===== config.mk =====
export PLATFORM = sky130hd
export DESIGN_NAME = viterbi_err_channel
export DESIGN_NICKNAME = d
export VERILOG_FILES = /design/src/rtl/viterbi_err_channel.sv
export SDC_FILE = /design/constraint.sdc
export NUM_CORES = 1
export LEC_CHECK = 0
export BUFFER_PORTS_ARGS = -buffer_cell sky130_fd_sc_hd__buf_2
export CORE_MARGIN = 5
export CORE_UTILIZATION = 29
export DETAILED_ROUTE_END_ITERATION = 8
export PLACE_DENSITY = 0.49
export REMOVE_ABC_BUFFERS = 1
export SLEW_MARGIN = 20
export SYNTH_ARGS = -nofsm -noshare
export SYNTH_HDL_FRONTEND = slang
export SYNTH_SLANG_ARGS = --single-unit

===== constraint.sdc =====
create_clock -name clk -period 2.24 [get_ports clk]
set_input_delay 0.448 -clock clk [delete_from_list [all_inputs] [get_ports clk]]
set_output_delay 0.448 -clock clk [all_outputs]
set_load 0.05 [all_outputs]

===== src/rtl/viterbi_err_channel.sv =====
// Noisy-channel model: registers encoder symbols, flips masked bits (periodic/burst/random).
// Define VITERBI_CHAN_STATS_EN to build the injection/symbol counters.
module viterbi_err_channel #(
    parameter int                W      = 2,
    parameter int                N      = 3,
    parameter int                BURST  = 4,
    parameter int                LFSR_W = 16,
    parameter logic [LFSR_W-1:0] SEED   = 16'hACE1,
    parameter logic [LFSR_W-1:0] TAPS   = 16'hB400
) (
    input  logic         clk,
    input  logic         rst,
    input  logic         valid_i,
    input  logic [W-1:0] sym_i,
    input  logic [1:0]   mode_i,
    input  logic [W-1:0] mask_i,
    input  logic [7:0]   thresh_i,
    input  logic         clr_i,
    output logic         valid_o,
    output logic [W-1:0] sym_o,
    output logic [W-1:0] err_o,
    output logic [15:0]  inj_ct_o,
    output logic [15:0]  sym_ct_o
);

    localparam int RW = (BURST > 1) ? $clog2(BURST + 1) : 1;

    typedef enum logic {
        S_IDLE,
        S_BURST
    } state_t;

    state_t            state_q, state_d;
    logic [RW-1:0]     rem_q, rem_d;
    logic [N-1:0]      idx_q;
    logic [LFSR_W-1:0] lfsr_q;
    logic              trigger;
    logic              inject;
    logic [W-1:0]      flip;

    assign trigger = valid_i && (idx_q == '1);
    assign flip    = inject ? mask_i : '0;

    always_comb begin
        state_d = state_q;
        rem_d   = rem_q;
        inject  = 1'b0;
        case (mode_i)
            2'd1: inject = trigger;
            2'd2: begin
                if (state_q == S_BURST) begin
                    if (valid_i) begin
                        inject = 1'b1;
                        rem_d  = rem_q - RW'(1);
                        if (rem_q == RW'(1))
                            state_d = S_IDLE;
                    end
                end else if (trigger) begin
                    inject = 1'b1;
                    if (BURST > 1) begin
                        state_d = S_BURST;
                        rem_d   = RW'(BURST - 1);
                    end
                end
            end
            2'd3: inject = valid_i && (lfsr_q[7:0] < thresh_i);
            default: inject = 1'b0;
        endcase
        // leaving burst mode or clearing aborts any burst in flight
        if (mode_i != 2'd2 || clr_i) begin
            state_d = S_IDLE;
            rem_d   = '0;
        end
    end

    always_ff @(posedge clk or negedge rst) begin
        if (!rst) begin
            state_q <= S_IDLE;
            rem_q   <= '0;
            idx_q   <= '0;
            lfsr_q  <= SEED;
            valid_o <= 1'b0;
            sym_o   <= '0;
            err_o   <= '0;
        end else begin
            state_q <= state_d;
            rem_q   <= rem_d;
            valid_o <= valid_i;
            if (clr_i)
                idx_q <= '0;
            else if (valid_i)
                idx_q <= idx_q + 1'b1;
            if (valid_i) begin
                lfsr_q <= {lfsr_q[LFSR_W-2:0], ^(lfsr_q & TAPS)};
                sym_o  <= sym_i ^ flip;
                err_o  <= flip;
            end
        end
    end

`ifdef VITERBI_CHAN_STATS_EN
    logic [15:0] inj_ct_q, sym_ct_q;

    always_ff @(posedge clk or negedge rst) begin
        if (!rst) begin
            inj_ct_q <= '0;
            sym_ct_q <= '0;
        end else if (clr_i) begin
            inj_ct_q <= '0;
            sym_ct_q <= '0;
        end else begin
            if (valid_i && sym_ct_q != 16'hFFFF)
                sym_ct_q <= sym_ct_q + 16'd1;
            if (inject && inj_ct_q != 16'hFFFF)
                inj_ct_q <= inj_ct_q + 16'd1;
        end
    end

    assign inj_ct_o = inj_ct_q;
    assign sym_ct_o = sym_ct_q;
`else
    assign inj_ct_o = 16'h0;
    assign sym_ct_o = 16'h0;
`endif

endmodule

# [Word level (Yosys, flattened, before mapping)]
# Cells that the tools add are included.
[op_classes] bitwise=1 n_eq_ne=7 add_sub_neg=2 mux=17 order_cmp=1 n_reduce_logical=8
[ops] cell="two-way mux 3 bit" count=7
[ops] cell="XOR reduction 16 bit" count=1
[ops] cell="less-than comparator 8 bit" count=1
[ops] cell="two-way mux 1 bit" count=8
[ops] cell="== test 2 bit (second input constant)" count=2
[ops] cell="nonzero test 2 bit" count=2
[ops] cell="adder 3 x 1 -> 3 bit (second input constant)" count=1
[ops] cell="== test 3 x 1 -> 1 bit (second input constant)" count=1
[ops] cell="== test 3 bit (second input constant)" count=1
[ops] cell="!= test 3 x 2 -> 1 bit (second input constant)" count=1
[ops] cell="case mux 1 bit (3 select lines)" count=1
[ops] cell="AND reduction 3 bit" count=1
[ops] cell="nonzero test 3 bit" count=1
[ops] cell="subtractor 3 x 1 -> 3 bit (second input constant)" count=1
[ops] cell="== test 2 x 1 -> 1 bit (second input constant)" count=1
[ops] cell="logical AND 1 bit" count=2
[ops] cell="two-way mux 2 bit" count=1
[ops] cell="!= test 2 bit (second input constant)" count=1
[ops] cell="bitwise XOR 2 bit" count=1
[ops] cell="logical OR 1 bit" count=1
[word_totals] reg_bits=28

# [Longest topological paths before layout]
# Gate-level depths: netlist (run 1).
[depth] word_depth=7 ltp_mapped=7

# [Worst setup path before layout (run 1)]
# No wires, ideal clock.
[synth_path] path_type="in2reg" startpoint="input port thresh_i[1]" endpoint="register sym_o[1]" setup_ps=130 cell_stages=7 required_time_ps=2110 path_buffers=0 arrival_time_ps=1556 setup_slack_ps=555 cell_sequence="inv_1 -> ha_1 -> or3b_1 -> o2111ai_2 -> a31o_4 -> and3_2 -> o221ai_2"
[synth_between] elab_chain_len=5
[synth_rtl] item="start, declared" line_no="17" source="input logic [7:0] thresh_i,"
[synth_rtl] item="less-than comparator 8 bit" line_no="66" source="2'd3: inject = valid_i && (lfsr_q[7:0] < thresh_i);"
[synth_rtl] item="logical AND 1 bit" line_no="66"
[synth_rtl] item="case mux 1 bit (3 select lines)" line_no="48" source="case (mode_i)"
[synth_rtl] item="two-way mux 2 bit" line_no="42" source="assign flip = inject ? mask_i : '0;"
[synth_rtl] item="bitwise XOR 2 bit" line_no="95" source="sym_o <= sym_i ^ flip;"
[synth_rtl] item="end signal, assigned" line_no="95"
[synth_rtl] item="end, declared" line_no="20" source="output logic [W-1:0] sym_o,"
# No other way between the ends.
# A chain may end at the register's enable or synchronous reset.

# [Worst setup path after layout (run 1)]
[layout_path] startpoint="register idx_q[0]" endpoint="register sym_o[1]"
[layout_between] elab_chain_len=7
[layout_rtl] item="start, declared" line_no="35" source="logic [N-1:0] idx_q;"
[layout_rtl] item="start signal, assigned" line_no="92" source="idx_q <= idx_q + 1'b1;"
[layout_rtl] item="== test 3 bit (*)" line_no="41" source="assign trigger = valid_i && (idx_q == '1);"
[layout_rtl] item="logical AND 1 bit (*)" line_no="41"
[layout_rtl] item="two-way mux 1 bit" line_no="58" source="end else if (trigger) begin"
[layout_rtl] item="two-way mux 1 bit" line_no="51" source="if (state_q == S_BURST) begin"
[layout_rtl] item="case mux 1 bit (3 select lines) (*)" line_no="48"
[layout_rtl] item="two-way mux 2 bit (*)" line_no="42"
[layout_rtl] item="bitwise XOR 2 bit (*)" line_no="95"
# Mark *: on every way between the ends. The rest lies on a longest branch, timed or not.

==> metrics.yaml, run 1 <==
clock_tree:
  cts_tree: "done"
  cts_buffers: 3
  cts-resized-gates: 0
  clkLatencyLatePin_ns: 0.28
  clock_path_buffers: 2
  cts_root_buf: "clkbuf_8"
  hold_buffers: 0
  clk_pin_slew_worst_paths_ns: 0.10
  cts_sinks: 28
  cts_setup_buffers: 0
  h-tree-depth: 1
global_route:
  grt_max_degree: 29
  antenna_found_initial: 0
  overflow: 0
  grt_pass1_wl_mm: 4.45
  grt_usage_pct: 7.51
  grt_pass1_vias: 979
detailed_routing:
  drt_iter0_drc: 24
  postRouteAntennaNets: 0
  wire_per_inst_um: 11.2
  vias: 1043
  wirelength_mm: 2.81
  firstDrtPassIters: 3
  via_per_inst: 4.14
  drc_errors: 0
floorplan:
  start_util_pct: 29.4
  die_h_um: 87.0
  placeableCoreArea_sq_um: 5850
  die-area_sq_um: 7570
  pin_count: 55
  rows: 28
  chipWidth_um: 87.0
placement:
  dpl_worst_slack_ns: 0.400
  dp.final_hpwl_mm: 2.14
  port_buffers: 22
  place_area_sq_um: 1790
  gp_congestion: 0.729
logic_synthesis:
  ys_warn_count: 0
  yosys-top-cells-area: "dfrtp_1 29%, buf_4 14%, dfstp_2 12%, mux2_2 10%, ha_1 8.0%"
  syn_area_sq_um: 1720
  ys_types: 36
  ys_seq_area_share_pct: 41.3
  synth_top_area_cell: "dfrtp_1"
  synth.top_cell.area_share_pct: 29.1
  synth_seq_cells: 28
  syn-instance-count: 154
  syn_area_per_cell_sq_um: 11.2
min_path:
  hp-class: "in2async"
sta:
  finClkSkew_ns: 0.00549
  slew_headroom_pct: 58.1
  setup_ws_ns: 0.544
  tightest_slew_ns: 0.629
  finalSetupViolCount: 0
  post-route-period-util_pct: 75.7
  finalSetupTns_ns: 0
  finalHoldViolations: 0
  fmax_ghz: 0.590
  slew_violations: 0
  rsz0062_at_grt: "no"
  min_period_ns: 1.70
layout:
  diodes: 0
  drive_gt1_share_pct: 32.2
  final_area_sq_um: 1860
  final_common_cell: "conb_1"
  final_cell_mix: "32 x conb_1, 22 x buf_2, 20 x dfrtp_1, 16 x mux2_2"
  num-nets-final: 207
  fillers: 622
  syn_to_final_growth_pct: 8.36
setup_path:
  critPathRequiredTime_ns: 2.41
  endpoint_kind: "flip-flop"
  crit_type: "reg2reg"
  cp-start-kind: "flip-flop"
  arrival_ns: 1.87
  critPathMaxFanout: 5
power:
  ir_drop_mv: 0.343
  p_leak_nw: 0.871
  power_mw: 1.86
  power_density_nw_per_um2: 1000
run_status:
  status: "finished, final reports clean"
flow_run:
  maxCapViolCount: 0
worst max-delay path, stage by stage (launching register included):
cell and delay [ns]:
dfrtp_1 0.38, ha_1 0.15, ha_1 0.22, nor2_1 0.10, a2111oi_4 0.41, and3_2 0.25
o221ai_2 0.08
synth_stat cells:
library cell,count
xor2_1,1
o2111ai_2,1
and2_0,2
a32o_1,1
and3_1,2
a2111oi_4,1
a31o_4,1
o221ai_2,2
dfstp_2,8
a211oi_1,2
mux2i_1,2
xnor2_1,4
mux2_2,16
and2_1,1
o21ai_0,3
and3_2,1
a221oi_1,1
a22oi_1,1
nor2_1,6
or3b_1,1
nand2b_1,3
inv_1,11
conb_1,1
dfrtp_1,20
nand3_1,2
nor2b_1,2
o211ai_1,1
buf_4,32
nand2_1,4
a31oi_1,2
a21oi_1,2
buf_2,3
a22o_1,1
ha_1,11
a311oi_1,1
o21a_1,1
registers in the layout, indices dropped and copies added (netlist names):
name     cells
lfsr_q      16
idx_q        3
rem_q        3
err_o        2
sym_o        2
state_q      1
valid_o      1
layout make-up:
cell class	count	area (sq um)	share of cell area, %
clock inverters	1	30.0	1.61
repair buffers	23	118	6.31
clock buffers	3	41.3	2.21
well taps	75	93.8	5.03
flip-flops and latches	28	711	38.1
multi-input cells	111	830	44.5
inverters	11	41.3	2.21
logic make-up after synthesis:
kind of cell | count (synthesis) | share of synthesized area (%)
AOI/OAI and AO/OA | 21 | 11.7
xor gates and xnor gates | 5 | 2.55
adders and majority gates | 11 | 8.00
buffers and inverters | 46 | 17.2
DFF | 28 | 41.3
muxes | 18 | 11.6
other | 1 | 0.218
and+or+nand+nor | 24 | 7.35
path summary, 6_finish.rpt:
check | from | to | slack (ns) | cells past startpoint
worst max-delay path | idx_q[0] | sym_o[1] | 0.54 | 6
worst min-delay path | rst | err_o[0] | 0.17 | 1
worst max register to register | idx_q[0] | sym_o[1] | 0.54 | 6
worst min register to register | sym_o[1] | sym_o[1] | 0.50 | 2
max in group asynchronous | rst | lfsr_q[1] | 1.65 | 1
min in group clk | clr_i | idx_q[0] | 0.35 | 2
layer usage:
metal / vias to the layer above / global-route usage [%] / wire [um]
met3: 2 / 2.65 / 240
met5: - / 0 / 0
li1: 509 / - / -
met2: 36 / 12.9 / 1310
met1: 496 / 8.78 / 1250
met4: 0 / 2.12 / 14
per-stage QoR:
step | instances | hold WS (ns) | utilization, %
2_1_floorplan | 150 | 0.152 | -
6_report | 252 | 0.172 | 31.9
3_3_place_gp | 248 | 0.491 | 30.6
3_5_place_dp | 248 | 0.483 | 30.6
5_1_grt | 252 | 0.228 | 31.9
4_1_cts | 252 | 0.200 | 31.9
report_power, final:
group	leakage, nW	total, mW	switching, mW	internal (mW)
Combinational	0.499	0.626	0.349	0.277
Sequential	0.336	0.831	0.110	0.721
Clock	0.0357	0.406	0.166	0.239
Power figures use the tool's default switching activity.
==> run 2, diff against run 1 <==
--- a/config.mk
+++ b/config.mk
@@ -5,11 +5,12 @@
 export SDC_FILE = /design/constraint.sdc
 export NUM_CORES = 1
 export LEC_CHECK = 0
+export ABC_AREA = 1
 export BUFFER_PORTS_ARGS = -buffer_cell sky130_fd_sc_hd__buf_2
 export CORE_MARGIN = 5
 export CORE_UTILIZATION = 29
 export DETAILED_ROUTE_END_ITERATION = 8
-export PLACE_DENSITY = 0.49
+export PLACE_DENSITY = 0.5
 export REMOVE_ABC_BUFFERS = 1
 export SLEW_MARGIN = 20
 export SYNTH_ARGS = -nofsm -noshare
==> constraint.sdc (replaced) <==
create_clock -name clk -period 1.7 [get_ports clk]
set_input_delay 0.34 -clock clk [delete_from_list [all_inputs] [get_ports clk]]
set_output_delay 0.34 -clock clk [all_outputs]
set_load 0.05 [all_outputs]
==> metrics.yaml, run 2 <==
run_status:
  status: "finished, final reports clean"
power:
  pwr-share-seq_pct: 47.7  # +3.1 points
  p_switching_mw: 0.660  # +5.5%
  power_density_nw_per_um2: 1010  # +1.5%
  p_leak_nw: 0.968  # +11%
  ir_drop_mv: 0.324  # -5.6%
  swShare_pct: 35.9  # +2.3 points
  power_mw: 1.84  # -1.3%
  pwr-share-clk_pct: 22.7  # +0.9 points
  internal_power_mw: 1.18  # -4.7%
  p_comb_share_pct: 29.6  # -4.0 points
layout:
  largestRegisters: "lfsr_q: 16 flops, idx_q: 3 flops, rem_q: 3 flops"
  largest_register_ffs: 16  # unchanged
  diodes: 0  # unchanged
  final_cell_mix: "48 x nand2_1, 32 x conb_1, 27 x inv_1, 22 x buf_2, 20 x dfrtp_1"
  final_common_cell: "nand2_1"
  regMostFlops: "lfsr_q"
  syn_to_final_growth_pct: 8.95
  drive_gt1_share_pct: 18.0  # -14 points
  num-nets-final: 252  # +22%
  stdcell_count: 294  # +17%
  final_core_util_pct: 32.7  # +0.86 points
clock_tree:
  h-tree-depth: 1  # unchanged
  cts_buffers: 3  # unchanged
  cts_tree: "done"
  clkLatencyLatePin_ns: 0.27  # about the same
  cts_sinks: 28  # unchanged
  hold_buffers: 0  # unchanged
  clk_pin_slew_worst_paths_ns: 0.10  # about the same
  cts_root_buf: "clkbuf_8"
  clock_path_buffers: 2  # unchanged
detailed_routing:
  drt_iter0_drc: 35  # +46%
  firstDrtPassIters: 4  # +1
  wire_per_inst_um: 10.0  # -10%
  vias: 1145  # +9.8%
  via_per_inst: 3.89  # -5.9%
  wirelength_mm: 2.95  # +4.9%
  drc_errors: 0  # unchanged
  postRouteAntennaNets: 0  # unchanged
placement:
  place_inst: 289  # +17%
  gp_congestion: 0.776  # +6.3%
  dpl_worst_slack_ns: 0.113  # -0.287 ns
  dp.final_hpwl_mm: 2.26  # +5.6%
  port_buffers: 22  # unchanged
setup_path:
  crit_chain: "ha_1 -> a21oi_2 -> o21a_1 -> nand4_2 -> nand3_2 -> nand2_1 -> nand2_1 -> nand2_1"
  arrival_ns: 1.78  # -0.09 ns
  critPathRequiredTime_ns: 1.88  # -0.53 ns
  cp-start-kind: "flip-flop"
  crit_type: "reg2reg"
  crit_slowest_cell: "dfstp_2"
  critPathMaxStageDelay_ns: 0.56  # +0.15 ns
  critPathMaxFanout: 4  # -1
  crit_top_cell: "nand2_1"
  endpoint_kind: "flip-flop"
logic_synthesis:
  ys_seq_area_share_pct: 42.7  # +1.4 points
  async_flop_share_pct: 100  # unchanged
  synth_edf_count: 0  # unchanged
  synth.top_cell.area_share_pct: 30.1  # +0.98 points
  yosys-top-cells-area: "dfrtp_1 30%, buf_4 15%, dfstp_2 13%, nand2_1 11%, ha_1 8.3%"
  syn_area_sq_um: 1660  # -3.3%
  syn-instance-count: 198  # +29%
  ys_types: 22  # -39%
  yosysMostFrequentCell: "nand2_1"
  synth_top_area_cell: "dfrtp_1"
  synth_common_cells: "48 x nand2_1, 33 x buf_4, 27 x inv_1"
  ys_warn_count: 0  # unchanged
  syn_area_per_cell_sq_um: 8.40  # -25%
  ys.flop_type: "dfrtp_1"
  synth_seq_cells: 28  # unchanged
floorplan:
  rows: 27  # -3.6%
  chipWidth_um: 85.8  # -1.5%
  die-area_sq_um: 7350  # -2.9%
  placeableCoreArea_sq_um: 5540  # -5.3%
  pin_count: 55  # unchanged
  start_util_pct: 30.0  # +0.63 points
  die_h_um: 85.8  # -1.5%
sta:
  tightest_slew_ns: 0.633  # +0.00420 ns
  finalHoldViolations: 0  # unchanged
  finalSetupViolCount: 0  # unchanged
  post-route-period-util_pct: 94.1  # +18 points
  setup_ws_ns: 0.101  # -0.443 ns
  slew_violations: 0  # unchanged
  fmax_ghz: 0.625  # +6.0%
  slew_headroom_pct: 57.8  # -0.28 points
  min_period_ns: 1.60  # -0.0966 ns
  finClkSkew_ns: 0.00182  # -0.00367 ns
  whs_ns: 0.0747  # -0.0977 ns
global_route:
  antenna_found_initial: 0  # unchanged
  grt_usage_pct: 8.08  # +0.58 points
  grt_pass1_vias: 1120  # +14%
  grt_max_degree: 29  # unchanged
  grt_pass1_wl_mm: 4.88  # +9.6%
  overflow: 0  # unchanged
min_path:
  hp-class: "in2async"
flow_run:
  maxCapViolCount: 0  # unchanged
run 2: cell types whose count changed after synthesis, sizes merged, moves of 4 or more:
cell / before / now
o21ai: 3 / 18
mux2: 16 / 0
a21oi: 2 / 6
nand2: 4 / 48
nand3: 2 / 7
inv: 11 / 27
run 2: cells by family (layout without fill, tap and decap cells):
kind of cell	count (synthesis)	in the layout	synth area share, %
and+or+nand+nor	64	64	16.2
xor gates and xnor gates	4	4	2.11
buffers and inverters	63	56	21.8
AOI/OAI and AO/OA	27	27	8.65
other	1	32	0.225
adders and majority gates	11	11	8.27
DFF	28	28	42.7
run 2: path summary, 6_finish.rpt:
path	to	cells past startpoint	start	slack, ns
setup / recovery	sym_o[0]	8	lfsr_q[7]	0.10
hold / removal	lfsr_q[14]	1	rst	0.07
setup reg to reg	sym_o[0]	8	lfsr_q[7]	0.10
hold reg to reg	lfsr_q[15]	2	lfsr_q[15]	0.48
max in group asynchronous	state_q	1	rst	1.22
min in group clk	idx_q[0]	2	clr_i	0.25
run 2: timing repair:
action | in CTS | in global routing
resized for setup | 0 | 1
setup endpoints to repair | 0 | 2
setup buffers | 0 | 1
run 2: final cells by class:
| class | instances | area (sq um) |
|---|---|---|
| inverter | 27 | 101 |
| sequential | 28 | 711 |
| clock buffer | 4 | 55.1 |
| tap | 72 | 90.1 |
| fill | 610 | 3730 |
| multi-input combinational | 138 | 711 |
| timing repair buffer | 25 | 145 |
run 2: critical path, delay by kind of cell, from the launching register on:
kind,cells,cell delay [ns]
DFF,1,0.56
and+or+nand+nor,5,0.42
AOI/OAI and AO/OA,2,0.28
adders and majority gates,1,0.25
run 2: power groups by stage:
stage | registers [mW] | logic (mW) | clock network [mW]
finish | 0.877 | 0.545 | 0.418
global placement | 0.888 | 0.535 | 0
global route | 0.897 | 0.621 | 0.458
CTS | 0.880 | 0.538 | 0.438
detailed placement | 0.892 | 0.536 | 0
floorplan | 0.914 | 0.388 | 0
run 2: metrics by stage:
step	cell area (sq um)	TNS, ns
2_1_floorplan	1520	0
3_3_place_gp	1750	0
3_5_place_dp	1750	0
4_1_cts	1800	0
5_1_grt	1810	-0.0119
6_report	1810	0
run 2: layer usage:
metal,GRT usage (%),vias up,part of all wire (%)
met2,12.0,35,43
met3,2.02,5,7.1
met1,11.3,506,49
met4,3.02,0,1.5
li1,-,599,-
met5,0,-,0
